<file path="src/rtl/alu_mul_sequencer.sv">
// Unsigned 16x16->32 shift-and-add multiplier that drives an external 16-bit ALU.
// Each 32-bit accumulate is split into a low ADD and a high ADC that uses the ALU's registered carry.
module alu_mul_sequencer #(
  parameter bit         EARLY_EXIT = 1'b1,
  parameter logic [4:0] SEL_IDLE   = 5'b10000,
  parameter logic [4:0] SEL_ADD    = 5'b10100,
  parameter logic [4:0] SEL_ADC    = 5'b10101
) (
  input  logic        clk,
  input  logic        rst_n,
  // start_i is sampled only in IDLE (no queueing); done_o pulses for one
  // cycle and product_o is valid from that cycle until the next done_o.
  input  logic        start_i,
  input  logic [15:0] multiplicand_i,
  input  logic [15:0] multiplier_i,
  output logic        busy_o,
  output logic        done_o,
  output logic [31:0] product_o,
  output logic [15:0] alu_a_o,
  output logic [15:0] alu_b_o,
  output logic [4:0]  alu_fun_sel_o,
  output logic        alu_wf_o,
  input  logic [15:0] alu_out_i,
  input  logic [3:0]  alu_flags_i,
  output logic        ovf_o,
  output logic [1:0]  state_o
);

  typedef enum logic [1:0] {
    IDLE   = 2'd0,
    EXAM   = 2'd1,
    ADD_HI = 2'd2,
    DONE   = 2'd3
  } state_t;

  state_t      state_q, state_d;
  logic [31:0] mcand_q, mcand_d;
  logic [15:0] mplier_q, mplier_d;
  logic [31:0] acc_q, acc_d;
  logic [3:0]  cnt_q, cnt_d;
  logic [31:0] product_q, product_d;
  logic        adc_q, adc_d;
  logic        ovf_q, ovf_d;
  logic        do_shift;
  logic        last_step;
  logic        unused_flags;

  // Only the carry flag matters here; the other flags are the ALU's business.
  assign unused_flags = ^{alu_flags_i[3], alu_flags_i[1:0]};

  assign last_step = (cnt_q == 4'd15) ||
                     (EARLY_EXIT && (mplier_q[15:1] == 15'd0));

  always_ff @(posedge clk or negedge rst_n) begin
    if (!rst_n) begin
      state_q   <= IDLE;
      mcand_q   <= 32'd0;
      mplier_q  <= 16'd0;
      acc_q     <= 32'd0;
      cnt_q     <= 4'd0;
      product_q <= 32'd0;
      adc_q     <= 1'b0;
      ovf_q     <= 1'b0;
    end else begin
      state_q   <= state_d;
      mcand_q   <= mcand_d;
      mplier_q  <= mplier_d;
      acc_q     <= acc_d;
      cnt_q     <= cnt_d;
      product_q <= product_d;
      adc_q     <= adc_d;
      ovf_q     <= ovf_d;
    end
  end

  always_comb begin
    state_d   = state_q;
    mcand_d   = mcand_q;
    mplier_d  = mplier_q;
    acc_d     = acc_q;
    cnt_d     = cnt_q;
    product_d = product_q;
    adc_d     = 1'b0;
    ovf_d     = ovf_q;
    do_shift  = 1'b0;

    // The ADC carry-out is only visible in the flags one cycle after ADD_HI.
    if (adc_q && alu_flags_i[2]) ovf_d = 1'b1;

    case (state_q)
      IDLE: begin
        if (start_i) begin
          mcand_d  = {16'd0, multiplicand_i};
          mplier_d = multiplier_i;
          acc_d    = 32'd0;
          cnt_d    = 4'd0;
          ovf_d    = 1'b0;
          state_d  = EXAM;
        end
      end
      EXAM: begin
        if (mplier_q[0]) begin
          acc_d[15:0] = alu_out_i;
          state_d     = ADD_HI;
        end else begin
          do_shift = 1'b1;
        end
      end
      ADD_HI: begin
        acc_d[31:16] = alu_out_i;
        adc_d        = 1'b1;
        do_shift     = 1'b1;
      end
      DONE:    state_d = IDLE;
      default: state_d = IDLE;
    endcase

    // The shift step lives on the leaving edge; product captures the final acc_d.
    if (do_shift) begin
      mcand_d  = mcand_q << 1;
      mplier_d = mplier_q >> 1;
      cnt_d    = cnt_q + 4'd1;
      if (last_step) begin
        state_d   = DONE;
        product_d = acc_d;
      end else begin
        state_d = EXAM;
      end
    end
  end

  always_comb begin
    alu_a_o       = 16'd0;
    alu_b_o       = 16'd0;
    alu_fun_sel_o = SEL_IDLE;
    alu_wf_o      = 1'b0;
    case (state_q)
      EXAM: begin
        if (mplier_q[0]) begin
          alu_a_o       = acc_q[15:0];
          alu_b_o       = mcand_q[15:0];
          alu_fun_sel_o = SEL_ADD;
          alu_wf_o      = 1'b1;
        end
      end
      ADD_HI: begin
        alu_a_o       = acc_q[31:16];
        alu_b_o       = mcand_q[31:16];
        alu_fun_sel_o = SEL_ADC;
        alu_wf_o      = 1'b1;
      end
      default: ;
    endcase
  end

  assign busy_o    = (state_q != IDLE);
  assign done_o    = (state_q == DONE);
  assign product_o = product_q;
  assign ovf_o     = ovf_q;
  assign state_o   = state_q;

endmodule

</file>
<file path="config.mk">
export PLATFORM = sky130hd
export DESIGN_NAME = alu_mul_sequencer
export DESIGN_NICKNAME = d
export VERILOG_FILES = /design/src/rtl/alu_mul_sequencer.sv
export SDC_FILE = /design/constraint.sdc
export NUM_CORES = 1
export LEC_CHECK = 0
export CAP_MARGIN = 20
export CORE_MARGIN = 2
export CORE_UTILIZATION = 25
export CTS_CLUSTER_DIAMETER = 40
export DETAILED_ROUTE_END_ITERATION = 7
export PLACE_DENSITY = 0.42
export SLEW_MARGIN = 20
export SYNTH_ARGS = -nofsm -noshare
export SYNTH_HDL_FRONTEND = slang
export SYNTH_SLANG_ARGS = --single-unit
export TNS_END_PERCENT = 1
</file>
<file path="constraint.sdc">
create_clock -name clk -period 2.4 [get_ports clk]
set_clock_uncertainty 0.2 [all_clocks]
set_input_delay 0.36 -clock clk [delete_from_list [all_inputs] [get_ports clk]]
set_output_delay 0.36 -clock clk [all_outputs]
set_load 0.1 [all_outputs]
</file>
==> results_dict.tcl <==
set metrics [dict create \
    layout_commonest_cell "dfrtp_1" \
    timing.max_cap.violations 0 \
    ys.warnings.count 0 \
    clock_path_buffers 2 \
    ys_ff_latch 120 \
    p_leak_nw 3.65 \
    layout_min_cycle_time_ns 2.56 \
    design.die.area_um2 23000 \
    layout-drive-gt1-share 0.362 \
    drv_slew 0 \
    syn_inst 519 \
    arrival_ns 2.00 \
    fin_nets 701 \
    fin_setup_tns_ns -4.27 \
    worstSetupPathType "reg2out" \
    coreArea_um2 21600 \
    yosysUniqueCellTypes 34 \
    stdcell_count 932 \
    reg2regPathDepth 6 \
    track_usage 0.145 \
    dr_total_vias 4315 \
    cp.required_ns 1.84 \
    wl_met3_um 585 \
    grt_pass1_vias 4560 \
    worstSkewPairLatency_ns 0.41 \
    postRouteAntennaNets 0 \
    syn_avg_cell_area_um2 10.5 \
    gp_congestion 0.735 \
    clockRootBuffer "clkbuf_16" \
    htree_num_levels 4 \
    final_cell_mix "118 x dfrtp_1, 99 x nand2_1, 50 x clkdlybuf4s50_1, 46 x buf_4, 44 x buf_12" \
    fin_area_um2 8480 \
    syn_area_um2 5450 \
    finalSetupViolCount 34 \
    layout_setup_ws_ns -0.165 \
    crit_fanout 9 \
    fmaxAchievable_mhz 390 \
    violations "setup timing" \
    hold_viol_final 0 \
    cts_sinks 120 \
    io_buffers 123 \
    worstMarginPinSlew_ns 0.666 \
    cts_buffers 17 \
    dpl.cell_count 896 \
    grt_max_degree 84 \
    met1_length_mm 7.50 \
    seq_area_frac_synth 0.551 \
    place_ws_ns 0.142 \
    via_per_inst 4.63 \
    wl_per_cell_um 17.2 \
    hold_ws_ns 0.229 \
    period_share 1.07 \
    routed_wirelength_mm 16.0 \
    regToRegSetupSlack_ns 0.15 \
    timing.rr.start "state_o[0]" \
    min_path_type "in2async" \
    drc_errors 0 \
    power_density_nw_per_um2 1560 \
    dieHeight_um 152 \
    syn2layout_area_growth_pct 55.6 \
    rsz0062_at_grt "true" \
    grt_pass1_wl_mm 25.4 \
    relSlewSlack 0.556 \
    dr.pass1.iters 5 \
    pin_count 130 \
    status "finished, violations left" \
    cts.clk_slew.worst_paths_ns 0.05 \
    diodes 0 \
    placed_area_um2 7780 \
    start_util 0.252 \
    cts_tree "yes" \
    drt-initial-drc-count 288 \
    max-vdd-ir-drop_uv 572 \
    end_kind "output port" \
    overflow 0 \
    dr_wl_met2_mm 7.82 \
    crit-reg2reg-capture "cnt_q[2]" \
    dieWidth_um 152 \
    hpwlAfterDp_mm 10.3 \
    antenna_found_initial 0 \
    worstSetupStartpointType "flop" \
    num_rows 54 \
    highest_layer "met4" \
]
worst max-delay path by stage:
stage,from,endpoint,slack (ns),cells after the start
6_report,state_o[1],alu_b_o[14],-0.16,7
3_3_place_gp,state_o[1],product_o[19],0.17,7
4_1_cts,state_o[1],alu_b_o[14],-0.20,7
5_1_grt,state_o[1],alu_b_o[14],-0.24,7
3_5_place_dp,state_o[1],product_o[24],0.14,7
2_1_floorplan,state_o[0],alu_a_o[10],-0.06,7
layout make-up:
cell class                 instances  area (um2)
tap                              280         350
clock buffer                      19         443
multi-input combinational        351        2660
fill                            2100       13100
sequential                       120        3010
clock inverter                    12         153
inverter                           5        27.5
timing repair buffer             145        1830
report_power, final:
part	internal [mW]	total [mW]	switching (mW)
Clock	1.65	2.57	0.925
Combinational	2.90	7.33	4.43
Sequential	2.74	3.31	0.570
metal layers:
layer,vias to the layer above,GRT usage
li1,2064,-
met1,2162,0.197
met2,79,0.232
met3,10,0.0341
met4,0,0.0403
met5,-,0
registers in the layout (all words and copies together), names as in the netlist:
signal,flops
mplier_q,16
ovf_o,1
cnt_q,4
mcand_q,32
acc_q,32
adc_q,1
state_o,2
product_o,32
logic make-up after synthesis:
kind of cell,count (synthesis),synth area share
and+or+nand+nor,194,0.157
DFF,120,0.551
AOI/OAI and AO/OA,112,0.156
buffers and inverters,49,0.0466
muxes,36,0.0746
adders and majority gates,6,0.0138
other,2,0.00138
timing repair:
item | in CTS | in global routing
gates cloned | 2 | 1
endpoints found under the hold margin | 25 | 0
gates resized for setup | 3 | 0
pin swaps | 6 | 0
hold buffers | 1 | 0
setup endpoints to repair | 34 | 34
setup buffers | 1 | 0
worst max-delay path, cell delays in order, from the launching register on:
cell and delay (ns):
dfrtp_4 0.49, inv_4 0.08, ha_4 0.16, and2_4 0.25
buf_12 0.17, a22oi_2 0.07, nor2b_4 0.18, buf_12 0.19
synth_stat cells (all sizes together):
| master | count | area, um2 |
|---|---|---|
| dfrtp | 120 | 3000 |
| nand2 | 100 | 375 |
| mux2 | 34 | 387 |
| nor2b | 34 | 213 |
| a22oi | 33 | 248 |
| a22o | 32 | 280 |
| nor2 | 32 | 120 |
| a31oi | 31 | 194 |
| buf | 22 | 143 |
| clkbuf | 22 | 92.6 |
| nand3 | 20 | 100 |
| ha | 6 | 75.1 |
| a21oi | 5 | 40.0 |
| inv | 5 | 18.8 |
| o21ai | 5 | 28.8 |
| nor4 | 3 | 18.8 |
| a21o | 2 | 15.0 |
| and2 | 2 | 12.5 |
| conb | 2 | 7.51 |
| mux2i | 2 | 20.0 |
| nor3 | 2 | 10.0 |
| o21a | 2 | 15.0 |
| nand4 | 1 | 6.26 |
| o221ai | 1 | 8.76 |
| o22ai | 1 | 20.0 |
stage by stage:
step | power (mW) | utilization
4_1_cts | 13.3 | 0.391
3_3_place_gp | 10.4 | 0.360
2_1_floorplan | 8.54 | -
6_report | 13.2 | 0.392
5_1_grt | 14.0 | 0.392
3_5_place_dp | 10.5 | 0.360
No activity file was read; power rests on OpenSTA's default activity.
